## src/rtl/fc_layer_ctrl_pkg.sv

```systemverilog
// Shared types and widths for the fully-connected layer controller.
// The activation and weight memories are external to this block.
package fc_layer_ctrl_pkg;

  localparam int DATA_W     = 8;
  localparam int PROD_W     = 16;
  localparam int ACC_W      = 20;
  localparam int IN_ADDR_W  = 10;
  localparam int W_ADDR_W   = 15;
  localparam int OUT_ADDR_W = 5;

  typedef enum logic [2:0] {
    ST_IDLE,
    ST_CLR,
    ST_RUN,
    ST_DRAIN,
    ST_WRITE,
    ST_DONE
  } state_t;

  // Negative results become zero when the ReLU clamp is enabled.
  function automatic logic [ACC_W-1:0] relu_clamp(input logic [ACC_W-1:0] v, input logic en);
    return (en && v[ACC_W-1]) ? '0 : v;
  endfunction

endpackage

```

## src/rtl/fc_layer_ctrl_if.sv

```systemverilog
// Control, memory-read and result-write signals of the layer controller.
// The master modport is the controller; slave is the host/memory side.
interface fc_layer_ctrl_if;
  import fc_layer_ctrl_pkg::*;

  logic                         start;
  logic                         abort;
  logic                         busy;
  logic                         done;
  logic        [IN_ADDR_W-1:0]  in_addr;
  logic        [W_ADDR_W-1:0]   w_addr;
  logic signed [DATA_W-1:0]     in_data;
  logic signed [DATA_W-1:0]     w_data;
  logic                         out_we;
  logic        [OUT_ADDR_W-1:0] out_addr;
  logic        [ACC_W-1:0]      out_data;

  modport master (
    input  start, abort, in_data, w_data,
    output busy, done, in_addr, w_addr, out_we, out_addr, out_data
  );

  modport slave (
    output start, abort, in_data, w_data,
    input  busy, done, in_addr, w_addr, out_we, out_addr, out_data
  );

endinterface

```

## src/rtl/fc_layer_ctrl_mac_unit.sv

```systemverilog
// Signed 8x8 multiply-accumulate with a 20-bit wrapping accumulator.
// clr has priority over en so a fresh neuron always starts from zero.
module mac_unit
  import fc_layer_ctrl_pkg::*;
(
  input  logic                     clk,
  input  logic                     rst,
  input  logic                     en,
  input  logic                     clr,
  input  logic signed [DATA_W-1:0] a,
  input  logic signed [DATA_W-1:0] b,
  output logic signed [ACC_W-1:0]  acc
);

  logic signed [PROD_W-1:0] prod;

  assign prod = a * b;

  always_ff @(posedge clk or posedge rst) begin
    if (rst) begin
      acc <= '0;
    end else if (clr) begin
      acc <= '0;
    end else if (en) begin
      acc <= acc + {{(ACC_W-PROD_W){prod[PROD_W-1]}}, prod};
    end
  end

endmodule

```

## src/rtl/fc_layer_ctrl.sv

```systemverilog
// Sequences one dense-layer pass: per neuron, clear, stream N_IN products
// through the MAC (one-cycle memory latency), then write the result.
module fc_layer_ctrl
  import fc_layer_ctrl_pkg::*;
#(
  parameter int N_IN  = 784,
  parameter int N_OUT = 32,
  parameter int RELU  = 1
) (
  input  logic            clk,
  input  logic            rst,
  fc_layer_ctrl_if.master bus
);

  localparam logic [IN_ADDR_W-1:0]  LAST_I = IN_ADDR_W'(N_IN - 1);
  localparam logic [OUT_ADDR_W-1:0] LAST_N = OUT_ADDR_W'(N_OUT - 1);

  state_t                  state;
  state_t                  state_nxt;
  logic [IN_ADDR_W-1:0]    idx;
  logic [OUT_ADDR_W-1:0]   neuron;
  logic [W_ADDR_W-1:0]     w_cnt;
  logic                    mac_en;
  logic                    mac_clr;
  logic signed [ACC_W-1:0] acc;
  logic                    active;

  assign active = (state != ST_IDLE) && (state != ST_DONE);

  always_ff @(posedge clk or posedge rst) begin
    if (rst) begin
      state <= ST_IDLE;
    end else begin
      state <= state_nxt;
    end
  end

  // mac_en trails the address by one cycle: the first RUN cycle has no data
  // yet, and DRAIN consumes the data of the last issued address.
  always_comb begin
    state_nxt = state;
    mac_en    = 1'b0;
    mac_clr   = 1'b0;
    case (state)
      ST_IDLE:  if (bus.start && !bus.abort) state_nxt = ST_CLR;
      ST_CLR: begin
        mac_clr   = 1'b1;
        state_nxt = ST_RUN;
      end
      ST_RUN: begin
        mac_en = (idx != '0);
        if (idx == LAST_I) state_nxt = ST_DRAIN;
      end
      ST_DRAIN: begin
        mac_en    = 1'b1;
        state_nxt = ST_WRITE;
      end
      ST_WRITE: state_nxt = (neuron == LAST_N) ? ST_DONE : ST_CLR;
      ST_DONE:  state_nxt = ST_IDLE;
      default:  state_nxt = ST_IDLE;
    endcase
    if (bus.abort && active) state_nxt = ST_IDLE;
  end

  // The weight address is a running counter, so neuron*N_IN never needs a multiplier.
  always_ff @(posedge clk or posedge rst) begin
    if (rst) begin
      idx    <= '0;
      neuron <= '0;
      w_cnt  <= '0;
    end else begin
      case (state)
        ST_IDLE: begin
          if (state_nxt == ST_CLR) begin
            idx    <= '0;
            neuron <= '0;
            w_cnt  <= '0;
          end
        end
        ST_CLR: idx <= '0;
        ST_RUN: begin
          idx   <= idx + 1'b1;
          w_cnt <= w_cnt + 1'b1;
        end
        ST_WRITE: if (neuron != LAST_N) neuron <= neuron + 1'b1;
        default: ;
      endcase
    end
  end

  mac_unit u_mac (
    .clk (clk),
    .rst (rst),
    .en  (mac_en),
    .clr (mac_clr),
    .a   (bus.in_data),
    .b   (bus.w_data),
    .acc (acc)
  );

  assign bus.busy     = active;
  assign bus.done     = (state == ST_DONE);
  assign bus.in_addr  = idx;
  assign bus.w_addr   = w_cnt;
  assign bus.out_we   = (state == ST_WRITE);
  assign bus.out_addr = neuron;
  assign bus.out_data = bus.out_we ? relu_clamp(acc, RELU != 0) : '0;

endmodule

```

## src/flat_wrapper.sv

```systemverilog
// flat-port wrapper written by rule: the top's interface ports become plain ports
module fc_layer_ctrl_flat import fc_layer_ctrl_pkg::*;
#(
  parameter int N_IN  = 784,
  parameter int N_OUT = 32,
  parameter int RELU  = 1
)
  (clk, rst, bus_start, bus_abort, bus_in_data, bus_w_data, bus_busy, bus_done, bus_in_addr, bus_w_addr, bus_out_we, bus_out_addr, bus_out_data);
  fc_layer_ctrl_if bus_i ();
  input  logic clk;
  input  logic rst;
  input wire logic [$bits(bus_i.start)-1:0] bus_start;
  input wire logic [$bits(bus_i.abort)-1:0] bus_abort;
  input wire logic [$bits(bus_i.in_data)-1:0] bus_in_data;
  input wire logic [$bits(bus_i.w_data)-1:0] bus_w_data;
  output wire logic [$bits(bus_i.busy)-1:0] bus_busy;
  output wire logic [$bits(bus_i.done)-1:0] bus_done;
  output wire logic [$bits(bus_i.in_addr)-1:0] bus_in_addr;
  output wire logic [$bits(bus_i.w_addr)-1:0] bus_w_addr;
  output wire logic [$bits(bus_i.out_we)-1:0] bus_out_we;
  output wire logic [$bits(bus_i.out_addr)-1:0] bus_out_addr;
  output wire logic [$bits(bus_i.out_data)-1:0] bus_out_data;
  assign bus_i.start = bus_start;
  assign bus_i.abort = bus_abort;
  assign bus_i.in_data = bus_in_data;
  assign bus_i.w_data = bus_w_data;
  assign bus_busy = bus_i.busy;
  assign bus_done = bus_i.done;
  assign bus_in_addr = bus_i.in_addr;
  assign bus_w_addr = bus_i.w_addr;
  assign bus_out_we = bus_i.out_we;
  assign bus_out_addr = bus_i.out_addr;
  assign bus_out_data = bus_i.out_data;
  fc_layer_ctrl #(.N_IN(N_IN), .N_OUT(N_OUT), .RELU(RELU)) u_core (.clk(clk), .rst(rst), .bus(bus_i));
endmodule
```

## config.mk

```make
export PLATFORM = sky130hd
export DESIGN_NAME = fc_layer_ctrl_flat
export DESIGN_NICKNAME = d
export VERILOG_FILES = /design/src/rtl/fc_layer_ctrl_pkg.sv /design/src/rtl/fc_layer_ctrl_if.sv /design/src/rtl/fc_layer_ctrl_mac_unit.sv /design/src/rtl/fc_layer_ctrl.sv /design/src/flat_wrapper.sv
export SDC_FILE = /design/constraint.sdc
export NUM_CORES = 1
export LEC_CHECK = 0
export CAP_MARGIN = 20
export CORE_ASPECT_RATIO = 1.25
export CORE_MARGIN = 2
export CORE_UTILIZATION = 45
export CTS_CLUSTER_DIAMETER = 150
export DETAILED_ROUTE_END_ITERATION = 8
export GPL_TIMING_DRIVEN = 0
export PLACE_DENSITY = 0.64
export SYNTH_ARGS = -nofsm -noshare
export SYNTH_HDL_FRONTEND = slang
export SYNTH_SLANG_ARGS = --single-unit
```

## constraint.sdc

```tcl
create_clock -name clk -period 4.33 [get_ports clk]
set_input_delay 0.433 -clock clk [delete_from_list [all_inputs] [get_ports clk]]
set_output_delay 0.433 -clock clk [all_outputs]
set_load 0.01 [all_outputs]
```

==> reports/metrics.cfg <==
[clocking]
cts_buffers = 5
cts_tree = yes
clk_pin_slew_worst_paths_ns = 0.07
cts_buffer_depth = 2
clk_latency_ns = 0.30
hold_buffers = 0
cts_root_buf = clkbuf_16
cts.sinks = 53
htree_levels = 2

[synth]
synth_cells = 694
ys_async_sr_fraction_pct = 100.0
ys_seq_elements = 53
syn_avg_cell_area_um2 = 8.722
syn_nets = 824
ys_seq_area_share_pct = 21.91
yosysMostFrequentCell = inv_1
synth_edf_count = 0
synth_cell_types = 63
yosysWarnings = 0
ys.flop_type = dfrtp_1
yosysTopAreaCellShare_pct = 21.91
yosys.area.top_type = dfrtp_1
synthTopCellsByArea = dfrtp_1 22%, fa_1 19%, ha_1 11%
yosys-top-cells-count = 99 x inv_1, 64 x and2_1, 57 x nand2_1, 56 x fa_1, 54 x ha_1
syn_area_um2 = 6053

[global_route]
grt_pass1_wl_mm = 26.00
grt.total_usage_pct = 22.32
overflow = 0
grt_max_degree = 37
antenna_found_initial = 0
grt_pass1_vias = 5566

[detailed_routing]
totalWireLength_mm = 15.83
dr.pass1.iters = 4
ant_nets = 0
wl_per_cell_um = 16.14
vias = 5281
first_iter_violations = 306
remaining_drc_errors = 0
viasPerCell = 5.383

[min_path]
hold_path.class = in2async

[critical_path]
start_kind = input pin
path_cells = buf_12, and2_4, fa_2, inv_2, fa_1, inv_2, fa_1, inv_1, fa_1, inv_2, ha_4, a21o_1, a2111o_1, a41o_1, a21o_1, nand2_4, ha_4, o21ai_2, o21bai_1, o31a_1, o211a_1, o21ai_1, a21bo_1
required_ns = 4.52
cp_slowest_cell = fa_2
r2r_setup_slack_ns = 1.65
worstPathMaxFanout = 7
worst_ep_arrival_time_ns = 5.78
end_kind = register
critPathKind = in2reg
critPathMaxStageDelay_ns = 0.60

[finish]
antenna_cells = 0
num-fill-cells = 1142
stdcell_area_um2 = 8168
final_cell_count_no_fill = 981
drive_gt1_share_pct = 23.09
finalNetCount = 940
area_delta_synth_final_pct = 34.93
utilization_pct = 62.01

[die]
start_util_pct = 45.95
die-height_um = 133.7
die_w_um = 107.7
design.die.area_um2 = 14400
ioPinCount = 73
num_rows = 47
core_area_um2 = 13170

[timing]
tightest_slew_ns = 0.6420
finClkSkew_ns = 0.008672
finalHoldViolCount = 0
slew_headroom_pct = 57.04
setup_viol = 12
hold-worst-slack_ns = 0.4426
post-route-min-period_ns = 5.588
setup_tns_ns = -8.435
period_share_pct = 129.0
drv_slew = 0
rsz0062_at_grt = yes
timing.fmax_mhz = 179.0
fin_ws_ns = -1.258

[run]
maxCapViolCount = 0

[power_and_ir_drop]
power_per_cell_area_nw_per_um2 = 817.1
p_leak_uw = 0.003782
ir_drop_mv = 0.5222

[placed_design]
hpwl_mm = 11.95
placedCellCount = 937
dpl-instance-area_um2 = 7263
placement.io_buffers = 71
gp_congestion = 0.8624

[run_status]
failed_checks = negative setup slack
status = finished, violations left

==> where the power goes <==
| group | leakage (uW) | internal (uW) | switching [uW] |
|---|---|---|---|
| Clock | 0.0000803 | 272 | 195 |
| Sequential | 0.000726 | 571 | 81.2 |
| Combinational | 0.00298 | 2780 | 2770 |
==> layout make-up <==
type,instances,area [um^2],area share [%]
buffer,16,82.58,1.011
clock buffer,5,125.1,1.532
clock inverter,2,38.79,0.4749
inverter,101,380.4,4.657
multi-input combinational,524,4936,60.43
sequential,53,1326,16.24
tap,171,214.0,2.619
timing repair buffer,109,1065,13.04
==> state kept, by name (all words and copies together) (netlist names) <==
| register | cells |
|---|---|
| u_core.u_mac.acc | 20 |
| u_core.bus.w_addr | 15 |
| u_core.bus.out_addr | 5 |
| u_core.state | 3 |
| u_core.bus.in_addr | 10 |
==> stage by stage <==
step	total power (uW)	setup WS, ns
CTS	5945	-1.268
floorplan	3770	-1.313
global route	7221	-1.392
detailed placement	4550	-2.347
finish	6674	-1.258
global placement	4444	-2.288
==> logic make-up after synthesis <==
family	count (synthesis)	share of synthesized area (%)
muxes	3	0.5374
other	1	0.06195
and+or+nand+nor	226	19.70
adders and majority gates	110	29.68
AOI/OAI and AO/OA	152	16.06
xor gates and xnor gates	32	4.630
buffers and inverters	117	7.420
DFF	53	21.91
==> final timing paths <==
path	start	endpoint	cells past startpoint
worst min register to register	u_core.bus.w_addr[14]$_DFFE_PP0P_	u_core.bus.w_addr[14]$_DFFE_PP0P_	1
worst max register to register	u_core.u_mac.acc[0]$_DFFE_PP0P_	u_core.u_mac.acc[8]$_DFFE_PP0P_	10
min in group clk	u_core.bus.w_addr[14]$_DFFE_PP0P_	u_core.bus.w_addr[14]$_DFFE_PP0P_	1
worst max-delay path	bus_w_data[3]	u_core.u_mac.acc[19]$_DFFE_PP0P_	23
max in group asynchronous	rst	u_core.bus.w_addr[4]$_DFFE_PP0P_	3
worst min-delay path	rst	u_core.u_mac.acc[15]$_DFFE_PP0P_	2
==> critical path, delay by kind of cell <==
family,cells,cell delay (ns)
adders and majority gates,6,2.55
buffers and inverters,5,0.32
and+or+nand+nor,2,0.31
AOI/OAI and AO/OA,10,2.18
==> layer usage <==
layer / track usage, % / vias up / part of all wire (%)
met2: 41.44 / 114 / 54
met3: 2.642 / 19 / 4.0
met4: 5.983 / 0 / 1.7
met5: 0 / - / 0
met1: 26.93 / 2607 / 40
li1: - / 2541 / -
==> repair_timing <==
action	in CTS	in global routing
setup endpoints to repair	14	12
pin swaps	57	45
setup buffers	21	16
resized for setup	165	41
gates cloned	0	0
==> cells in the final DEF (no fill, tap or decap), drive strengths merged, types with 2 or more instances in the layout <==
cell type / synthesis / final
nand3: 15 / 15
and2: 64 / 64
clkinv: 2 / 2
buf: 7 / 62
o31ai: 6 / 6
or4: 4 / 4
nor3: 7 / 7
xor2: 14 / 14
a21boi: 2 / 2
o21bai: 9 / 9
a31oi: 5 / 5
or3b: 2 / 2
clkbuf: 9 / 13
and3: 14 / 14
o21ai: 59 / 59
o21a: 4 / 4
mux2: 2 / 2
fa: 56 / 56
dfrtp: 53 / 53
o41ai: 4 / 4
nor2b: 10 / 10
o211ai: 3 / 3
xnor2: 18 / 18
nand4: 8 / 8
o22ai: 2 / 2
a21o: 8 / 8
a21oi: 27 / 27
nand2b: 4 / 4
inv: 99 / 100
o211a: 2 / 2
nand2: 58 / 58
a22o: 3 / 3
or3: 2 / 2
nor2: 33 / 33
o311ai: 2 / 2
ha: 54 / 54
clkdlybuf4s50: 0 / 55
a211oi: 6 / 6
Power figures use the tool's default switching activity.
